===== src/rtl/hazard_forward_pkg.sv =====
// Shared CPU definitions: register-number width, operand-select codes and
// the hazard unit's shadow-stage records.
package hazard_forward_pkg;

    localparam int REG_W = 5;
    localparam int SEL_W = 2;

    localparam logic [SEL_W-1:0] FWD_REG = 2'b00;
    localparam logic [SEL_W-1:0] FWD_WB  = 2'b01;
    localparam logic [SEL_W-1:0] FWD_MEM = 2'b10;

    typedef logic [REG_W-1:0] reg_t;

    typedef struct packed {
        reg_t rs;
        reg_t rt;
        reg_t dst;
        logic we;
        logic m2r;
    } stage_e_t;

    typedef struct packed {
        reg_t dst;
        logic we;
        logic m2r;
    } stage_m_t;

    typedef struct packed {
        reg_t dst;
        logic we;
    } stage_w_t;

endpackage


===== src/rtl/hazard_stage_reg.sv =====
// Shadow pipeline-stage register: async reset, hold when disabled,
// load all-zero (bubble) when cleared.
module hazard_stage_reg #(
    parameter int W = 1
) (
    input  logic         clk,
    input  logic         rst,
    input  logic         i_en,
    input  logic         i_clr,
    input  logic [W-1:0] i_d,
    output logic [W-1:0] o_q
);

    logic [W-1:0] r_q;

    always_ff @(posedge clk or posedge rst) begin
        if (rst)
            r_q <= '0;
        else if (i_en)
            r_q <= i_clr ? '0 : i_d;
    end

    assign o_q = r_q;

endmodule


===== src/rtl/hazard_forward.sv =====
// Hazard unit: tracks E/M/W destination info, raises load-use stalls and
// picks execute-stage operand forwarding sources.
module hazard_forward
    import hazard_forward_pkg::*;
(
    input  logic       clk,
    input  logic       rst,
    input  logic       validD,
    input  logic [4:0] rsD,
    input  logic [4:0] rtD,
    input  logic [4:0] wregD,
    input  logic       regwriteD,
    input  logic       memtoregD,
    input  logic       stall_ext,
    output logic [1:0] forwardaE,
    output logic [1:0] forwardbE,
    output logic       stallF,
    output logic       stallD,
    output logic       flushE
);

    stage_e_t w_e_d, w_e_q;
    stage_m_t w_m_d, w_m_q;
    stage_w_t w_w_d, w_w_q;
    logic     w_en;
    logic     w_lwstall;
    logic     w_unused_m2r;

    assign w_en = ~stall_ext;

    assign w_e_d = '{rs: rsD, rt: rtD, dst: wregD,
                     we: regwriteD & validD, m2r: memtoregD & validD};
    assign w_m_d = '{dst: w_e_q.dst, we: w_e_q.we, m2r: w_e_q.m2r};
    assign w_w_d = '{dst: w_m_q.dst, we: w_m_q.we};

    hazard_stage_reg #(.W($bits(stage_e_t))) u_stage_e (
        .clk  (clk),
        .rst  (rst),
        .i_en (w_en),
        .i_clr(w_lwstall),
        .i_d  (w_e_d),
        .o_q  (w_e_q)
    );

    hazard_stage_reg #(.W($bits(stage_m_t))) u_stage_m (
        .clk  (clk),
        .rst  (rst),
        .i_en (w_en),
        .i_clr(1'b0),
        .i_d  (w_m_d),
        .o_q  (w_m_q)
    );

    hazard_stage_reg #(.W($bits(stage_w_t))) u_stage_w (
        .clk  (clk),
        .rst  (rst),
        .i_en (w_en),
        .i_clr(1'b0),
        .i_d  (w_w_d),
        .o_q  (w_w_q)
    );

    // M.m2r is tracked for the datapath's view of the MEM stage; no hazard term reads it.
    assign w_unused_m2r = w_m_q.m2r;

    // A load in E cannot feed a D-stage consumer yet: hold D one cycle.
    assign w_lwstall = validD & w_e_q.we & w_e_q.m2r & (w_e_q.dst != '0) &
                       ((w_e_q.dst == rsD) | (w_e_q.dst == rtD));

    assign stallF = w_lwstall | stall_ext;
    assign stallD = w_lwstall | stall_ext;
    assign flushE = w_lwstall & ~stall_ext;

    function automatic logic [SEL_W-1:0] fwd_sel(input reg_t src,
                                                 input stage_m_t m,
                                                 input stage_w_t w);
        if (src != '0 && m.we && m.dst == src)
            return FWD_MEM;
        else if (src != '0 && w.we && w.dst == src)
            return FWD_WB;
        else
            return FWD_REG;
    endfunction

    assign forwardaE = fwd_sel(w_e_q.rs, w_m_q, w_w_q);
    assign forwardbE = fwd_sel(w_e_q.rt, w_m_q, w_w_q);

endmodule


===== config.mk =====
export PLATFORM = sky130hd
export DESIGN_NAME = hazard_forward
export DESIGN_NICKNAME = d
export VERILOG_FILES = /design/src/rtl/hazard_forward_pkg.sv /design/src/rtl/hazard_stage_reg.sv /design/src/rtl/hazard_forward.sv
export SDC_FILE = /design/constraint.sdc
export NUM_CORES = 1
export LEC_CHECK = 0
export CAP_MARGIN = 30
export CORE_MARGIN = 2
export CORE_UTILIZATION = 56
export CTS_CLUSTER_SIZE = 30
export DETAILED_ROUTE_END_ITERATION = 8
export PLACE_DENSITY = 0.86
export REMOVE_ABC_BUFFERS = 1
export SLEW_MARGIN = 25
export SYNTH_ARGS = -nofsm -noshare
export SYNTH_HDL_FRONTEND = slang
export SYNTH_HIERARCHICAL = 1
export SYNTH_SLANG_ARGS = --single-unit

===== constraint.sdc =====
create_clock -name clk -period 4.5 [get_ports clk]
set_input_delay 1.125 -clock clk [delete_from_list [all_inputs] [get_ports clk]]
set_output_delay 1.125 -clock clk [all_outputs]
set_load 0.05 [all_outputs]

# After elaboration in Yosys (flattened, before gate mapping)
# Index checks and enable logic that the tools add are counted.
[word_totals]
word_cells = 35
out_inout_bits = 7
reg_bits = 30
[op_classes]
n_reduce_logical = 11
bitwise = 10
mux = 5
n_eq_ne = 6
[ops]
columns = ["operator", "n"]
rows = [
  ["$eq 5x5->1", 6],
  ["$mux 17", 1],
  ["$reduce_bool 5->1", 3],
  ["$logic_and 1x1->1", 8],
  ["$and 1x1->1", 7],
  ["$mux 2", 2],
  ["$mux 1", 2],
  ["$or 1x1->1", 2],
  ["$not 1->1", 1],
]

# Depth between registers and ports, before layout
# Gate-level depths: netlist (run 1).
[logic_depth]
ltp_word = 5
ltp_mapped = 8
ltp_nobuf = 6

# Modules after synthesis
# Netlist (run 1), hierarchy kept.
[by_module_without_submodules]
columns = ["mod", "instances", "cells_each", "area_per_inst_um2"]
rows = [
  ["hazard_stage_reg (u_stage_e)", 1, 41, 626.9],
  ["hazard_forward", 1, 59, 473.0],
  ["hazard_stage_reg (u_stage_m)", 1, 18, 267.8],
  ["hazard_stage_reg (u_stage_w)", 1, 16, 232.7],
]

# Least setup slack after synthesis (run 1)
# Ideal clock, no wire load.
[synth_path]
kind = "input to output"
startpoint = "input port rsD[2]"
endpoint = "output port stallF"
setup_slack_ns = 0.274
stages = 5
arrival_time_ns = 3.101
t_required_ns = 3.375
path_cell_list = "xor2_1 nor3_1 a22oi_1 o21ai_0 buf_4"
[synth_between]
elab_chain_len = 4
[synth_rtl]
columns = ["item", "line_no", "text"]
rows = [
  ["start, declared", "hazard_forward.sv:9", "input logic [4:0] rsD,"],
  ["$eq 5x5->1", "hazard_forward.sv:68", "((w_e_q.dst == rsD) | (w_e_q.dst == rtD));"],
  ["$or 1x1->1", "hazard_forward.sv:68", ""],
  ["$and 1x1->1", "hazard_forward.sv:67", "assign w_lwstall = validD & w_e_q.we & w_e_q.m2r & (w_e_q.dst != '0) &"],
  ["$or 1x1->1", "-", ""],
  ["end, declared", "hazard_forward.sv:17", "output logic stallF,"],
]
# Every way passes these cells.

# Final worst setup path (run 1)
[layout_path]
startpoint = "register u_stage_e.r_q[13] (netlist: u_stage_e/o_q[13])"
endpoint = "output port forwardaE[0]"
[layout_between]
elab_chain_len = 5
elab_cells_between_ends = 9
classes_between = "eq/ne: 2; mux: 2; reduce/logical: 5"
[layout_rtl]
columns = ["item", "line_no", "text"]
rows = [
  ["start, declared", "hazard_stage_reg.sv:14", "logic [W-1:0] r_q;"],
  ["start signal, assigned", "hazard_stage_reg.sv:20", "r_q <= i_clr ? '0 : i_d;"],
  ["$reduce_bool 5->1", "hazard_forward.sv:77, hazard_forward.sv:79", ""],
  ["$logic_and 1x1->1 (2 in series)", "hazard_forward.sv:79", "else if (src != '0 && w.we && w.dst == src)"],
  ["$mux 1", "hazard_forward.sv:79", ""],
  ["$mux 2 (*)", "hazard_forward.sv:77", "if (src != '0 && m.we && m.dst == src)"],
  ["end, declared", "hazard_forward.sv:15", "output logic [1:0] forwardaE,"],
]
# Mark *: on every way between the ends. The rest lies on a longest branch, timed or not.

==> impl_metrics.tcl, run 1 <==
set metrics [dict create \
    timing.final.crit_share_pct 83.2 \
    timing_worst_slew_pin_value_ns 0.648 \
    nFillCells 216 \
    placementRows 19 \
    floorplan.initialDensity_pct 57.8 \
    track_usage_pct 24.1 \
    period_minus_ws_final_ns 3.75 \
    critical_path_sink_type "primary output" \
    layout.cells.non_filler 196 \
    ports_placed_on_the_boundary 28 \
    peakVddDrop_mv 0.290 \
    synth_cells 132 \
    run_status "finished clean" \
    maximum_number_of_pins_on_one_net_before_global_route_repair 18 \
    tot_pwr_mw 0.588 \
    max_slew_margin_pct 56.8 \
    die_y_microns 56.9 \
    class_of_the_tightest_hold_or_removal_check "flop to flop" \
    cts_inserted_buffers 5 \
    postCtsSetupRepairBufs 0 \
    antenna_found_initial 0 \
    cts_repair_resize_count 0 \
    dp_hpwl_microns 2620 \
    wirelength_met1_microns 1440 \
    dpl_cell_area_sq_mm 0.00184 \
    post_synthesis_cell_area_sq_mm 0.00157 \
    required_ns 3.38 \
    clockBufferDepth 2 \
    maximum_operating_frequency_mhz 267 \
    cp_max_fo 4 \
    path_clk_slew_ns 0.08 \
    worst_ep_arrival_time_ns 2.62 \
    met2_length_microns 1720 \
    yosysWarnings 6 \
    synthToLayoutAreaGrowth_pct 21.3 \
    final_net_count 186 \
    worst_skew_pair.late_latency_ns 0.32 \
    leakage_nw 0.822 \
    dr_wl_met3_microns 143 \
    placement.io_buffers 27 \
    hold-worst-slack_ns 0.528 \
    cts_sinks 29 \
    global_route.overflow_total 0 \
    rsz0062_at_grt "false" \
    finalCoreUtilization_pct 70.0 \
    wl_microns 3370 \
    final-max-slew-violation-count 0 \
    numPlacedInstances 189 \
    drt_first_pass_iters 4 \
    vias 1164 \
    dr.max_layer_used "met4" \
    gp_routability_congestion 0.803 \
    core_area_sq_mm 0.00271 \
    grt_pass1_wl_microns 5800 \
    post_cts_hold_fix_bufs 0 \
    layout.cell_area.non_filler_sq_mm 0.00190 \
    drive_above_1_share_pct 17.6 \
    drt-vias-per-instance 5.94 \
    routed_wire_length_per_instance_microns 17.2 \
    setup_viol 0 \
    start_kind "flop" \
    power-per-cell-area_mw_per_mm2 310 \
    clock-root-buffer "sky130_fd_sc_hd__clkbuf_4" \
    drc 0 \
    first_iter_violations 29 \
    die_width_microns 56.9 \
    antenna_diodes 0 \
    ctsHtreeMaxLevel 2 \
    syn-mean-instance-area_sq_um 11.9 \
    setup.worst_path.class "flop to primary output" \
    tritoncts_clock_tree "yes" \
    die_area_sq_mm 0.00323 \
    route.antenna.remaining_nets 0 \
    timing.max_cap.violations 0 \
    final_hold_violating_endpoints 0 \
    clock-skew-final_ns 0.00371 \
    grt_pass1_vias 1170 \
]
[layout by cell type (no fill, tap or decap)]
master,instances
sky130_fd_sc_hd__clkbuf_8,1
sky130_fd_sc_hd__clkdlybuf4s50_1,24
sky130_fd_sc_hd__buf_4,3
sky130_fd_sc_hd__dfrtp_1,29
sky130_fd_sc_hd__nand4_1,4
sky130_fd_sc_hd__xnor2_1,16
sky130_fd_sc_hd__clkbuf_4,5
sky130_fd_sc_hd__inv_2,1
sky130_fd_sc_hd__o2111ai_1,1
sky130_fd_sc_hd__o21ai_0,1
sky130_fd_sc_hd__nor4_2,4
sky130_fd_sc_hd__nor2b_4,3
sky130_fd_sc_hd__or4_1,1
sky130_fd_sc_hd__clkbuf_1,1
sky130_fd_sc_hd__or4_4,2
sky130_fd_sc_hd__a22o_1,18
sky130_fd_sc_hd__nor2_1,3
sky130_fd_sc_hd__a22oi_1,1
sky130_fd_sc_hd__inv_1,6
sky130_fd_sc_hd__xor2_1,14
sky130_fd_sc_hd__a22o_2,8
sky130_fd_sc_hd__nor3_1,3
sky130_fd_sc_hd__nor2_4,2
sky130_fd_sc_hd__nand2_1,5
sky130_fd_sc_hd__o2bb2ai_1,3
sky130_fd_sc_hd__conb_1,4
sky130_fd_sc_hd__and2_1,2
[path summary, 6_finish.rpt]
check | cells past startpoint | end | from | slack [ns]
worst max-delay path | 5 | forwardaE[0] | u_stage_e/o_q[13] | 0.75
worst min-delay path | 1 | u_stage_e/o_q[0] | u_stage_e/o_q[0] | 0.53
worst max register to register | 5 | u_stage_e/o_q[2] | u_stage_e/o_q[4] | 2.44
worst min register to register | 1 | u_stage_e/o_q[0] | u_stage_e/o_q[0] | 0.53
max in group asynchronous | 2 | u_stage_e/o_q[4] | rst | 2.83
min in group asynchronous | 2 | u_stage_m/o_q[6] | rst | 1.07
[through the flow]
stage | TNS, ns | setup slack (ns)
3_3_place_gp | 0 | 0.838
4_1_cts | 0 | 0.731
6_report | 0 | 0.755
3_5_place_dp | 0 | 0.809
2_1_floorplan | -0.625 | -0.312
5_1_grt | 0 | 0.648
[where the power goes]
part	internal [mW]	switching, mW	total, mW	leakage, nW
combinational	0.0642	0.0492	0.113	0.420
sequential	0.281	0.0347	0.316	0.370
clock	0.0736	0.0848	0.158	0.0314
[critical path, cell delays in order, from the launching register on]
cell and delay (ns):
sky130_fd_sc_hd__dfrtp_1 0.44, sky130_fd_sc_hd__or4_4 0.56, sky130_fd_sc_hd__nor2_4 0.12, sky130_fd_sc_hd__nor4_2 0.07
sky130_fd_sc_hd__nor4_2 0.26, sky130_fd_sc_hd__clkdlybuf4s50_1 0.84
[area by class of cell]
cell class	count	area [sq um]	share of cell area, %
inverter	7	26.3	1.38
multi-input combinational	95	790	41.6
timing repair buffer	27	263	13.8
clock buffer	7	55.1	2.90
sequential	29	726	38.2
tap	31	38.8	2.04
[per-layer routing]
metal / vias up / global-route usage (%)
met5: - / 0
met4: 0 / 8.64
met3: 5 / 6.91
met2: 30 / 40.9
met1: 585 / 29.3
li1: 544 / -
[state kept, by name (all words and copies together) (netlist names)]
signal         flops
u_stage_w/o_q      6
u_stage_m/o_q      6
u_stage_e/o_q     17
(Power assumes the default switching activity.)
==> run 2: changes to the inputs <==
--- a/config.mk
+++ b/config.mk
@@ -7,10 +7,10 @@
 export LEC_CHECK = 0
 export CAP_MARGIN = 30
 export CORE_MARGIN = 2
-export CORE_UTILIZATION = 56
+export CORE_UTILIZATION = 52
 export CTS_CLUSTER_SIZE = 30
 export DETAILED_ROUTE_END_ITERATION = 8
-export PLACE_DENSITY = 0.86
+export PLACE_DENSITY = 0.81
 export REMOVE_ABC_BUFFERS = 1
 export SLEW_MARGIN = 25
 export SYNTH_ARGS = -nofsm -noshare
==> constraint.sdc (replaced) <==
create_clock -name clk -period 3.9 [get_ports clk]
set_input_delay 0.975 -clock clk [delete_from_list [all_inputs] [get_ports clk]]
set_output_delay 0.975 -clock clk [all_outputs]
set_load 0.05 [all_outputs]
==> impl_metrics.tcl, run 2 (same netlist as run 1, synthesis figures left out) <==
set metrics [dict create \
    run_status "finished, violations left" \
    failed_checks "design-rule violations" \
    leakage_nw 0.843 \
    grtUsageMet3_pct 5.93 \
    final_hold_violating_endpoints 0 \
    timing.critical_path.slowest_cell_delay_ns 0.57 \
    antenna_diodes 0 \
    floorplan.initialDensity_pct 55.8 \
    timing.max_cap.violations 0 \
    layout.cell_area.non_filler_sq_mm 0.00195 \
    gp_routability_congestion 0.788 \
    layout_common_cells "29 x sky130_fd_sc_hd__dfrtp_1, 24 x sky130_fd_sc_hd__clkdlybuf4s50_1, 18 x sky130_fd_sc_hd__a22o_1" \
    max_slew_margin_pct 55.5 \
    cts_repair_resize_count 0 \
    ff_latch_area_sq_um 726 \
    postCtsSetupRepairBufs 0 \
    timing_worst_slew_pin_value_ns 0.660 \
    layout_commonest_cell "sky130_fd_sc_hd__dfrtp_1" \
    core_area_sq_mm 0.00281 \
    tot_pwr_mw 0.704 \
    globalRouteMet2Util_pct 37.3 \
    clockBufferDepth 2 \
    drt-vias-per-instance 5.76 \
    grt_pass1_vias 1201 \
    power-per-cell-area_mw_per_mm2 361 \
    start_kind "primary input" \
    dp_hpwl_microns 2590 \
    post_cts_hold_fix_bufs 0 \
    final.setup.tns_ns 0 \
    cpMaxStageDelayCell "sky130_fd_sc_hd__o21ai_0" \
    required_ns 2.92 \
    nFillCells 206 \
    drt_first_pass_iters 6 \
    setup_viol 0 \
    cp_cell_sequence "clkdlybuf4s50_1 -> xor2_1 -> nor3_1 -> a22oi_1 -> o21ai_0 -> buf_12" \
    path_clk_slew_ns 0.09 \
    clock-skew-final_ns 0.00386 \
    period_minus_ws_final_ns 3.70 \
    multi_input_comb_area_sq_um 790 \
    grt_pass1_wl_microns 5580 \
    synthToLayoutAreaGrowth_pct 24.6 \
    routed_wire_length_per_instance_microns 16.7 \
    tritoncts_clock_tree "yes" \
    grt_most_used_layer "met2" \
    cts_sinks 29 \
    largest_register_ff_count 17 \
    finalCoreUtilization_pct 69.5 \
    timing.final.crit_share_pct 94.9 \
    track_usage_pct 21.9 \
    drive_above_1_share_pct 18.7 \
    final-max-slew-violation-count 0 \
    ctsHtreeMaxLevel 2 \
    ports_placed_on_the_boundary 28 \
    final_net_count 186 \
    rsz0062_at_grt "false" \
    cp_max_fo 3 \
    class_of_the_tightest_hold_or_removal_check "flop to flop" \
    numPlacedInstances 189 \
    dpl_cell_area_sq_mm 0.00188 \
    maximum_number_of_pins_on_one_net_before_global_route_repair 18 \
    wl_microns 3300 \
    setup.worst_path.class "primary input to primary output" \
    vias 1134 \
    die_y_microns 58.9 \
    first_iter_violations 32 \
    placementRows 19 \
    critical_path_sink_type "primary output" \
    die_area_sq_mm 0.00347 \
    global_route.overflow_total 0 \
    drc 1 \
    worst_ep_arrival_time_ns 2.73 \
    placement.io_buffers 27 \
    worst_skew_pair.late_latency_ns 0.32 \
    clock-root-buffer "sky130_fd_sc_hd__clkbuf_4" \
    die_width_microns 58.9 \
    cts_inserted_buffers 5 \
    layout.cells.non_filler 197 \
    maximum_operating_frequency_mhz 270 \
    peakVddDrop_mv 0.211 \
    route.antenna.remaining_nets 0 \
    groute.layer.met1.usage_pct 26.4 \
    antenna_found_initial 0 \
]
## run 2: cell count changes in the layout (fill, tap and decap cells not counted)
cell / before / now
sky130_fd_sc_hd__clkbuf_1: 1 / 0
sky130_fd_sc_hd__buf_4: 3 / 0
sky130_fd_sc_hd__clkbuf_8: 1 / 2
sky130_fd_sc_hd__buf_12: 0 / 3
sky130_fd_sc_hd__clkinv_2: 0 / 1
## run 2: final timing paths
kind / startpoint / endpoint / slack [ns] / cells past startpoint
max in group asynchronous: rst / u_stage_e/o_q[7] / 2.39 / 2
worst min register to register: u_stage_e/o_q[0] / u_stage_e/o_q[0] / 0.54 / 1
min in group asynchronous: rst / u_stage_m/o_q[5] / 0.91 / 2
worst max-delay path: rtD[2] / stallF / 0.20 / 6
worst max register to register: u_stage_e/o_q[4] / u_stage_e/o_q[0] / 1.84 / 5
worst min-delay path: u_stage_e/o_q[0] / u_stage_e/o_q[0] / 0.54 / 1
## run 2: critical path: cells and delay by family
| family | cells | cell delay [ns] |
|---|---|---|
| compound gates | 2 | 0.72 |
| simple gates | 1 | 0.21 |
| xor+xnor | 1 | 0.16 |
| buf+inv | 2 | 0.66 |
## run 2: cell type report
cell class | count | share of cell area [%]
Multi-Input combinational cell | 95 | 40.5
Sequential cell | 29 | 37.2
Timing Repair Buffer | 27 | 15.4
Clock buffer | 7 | 3.34
Tap cell | 31 | 1.99
Inverter | 7 | 1.35
Clock inverter | 1 | 0.257
## run 2: report_power, final
| part | internal [mW] | leakage [nW] | switching [mW] | total (mW) |
|---|---|---|---|---|
| sequential | 0.325 | 0.370 | 0.0396 | 0.364 |
| combinational | 0.0767 | 0.432 | 0.0566 | 0.133 |
| clock | 0.104 | 0.0413 | 0.103 | 0.207 |
## run 2: through the flow
step,setup WS (ns),hold slack [ns]
detailed placement,0.224,0.526
global placement,0.256,0.497
CTS,0.196,0.548
global route,0.133,0.566
finish,0.200,0.537
floorplan,-0.612,0.479
## run 2: metal layers
layer  vias to the layer above  part of all wire [%]
met5                         -                     0
met1                       552                    43
met3                         8                   4.8
li1                        542                     -
met4                         0                   1.8
met2                        32                    50
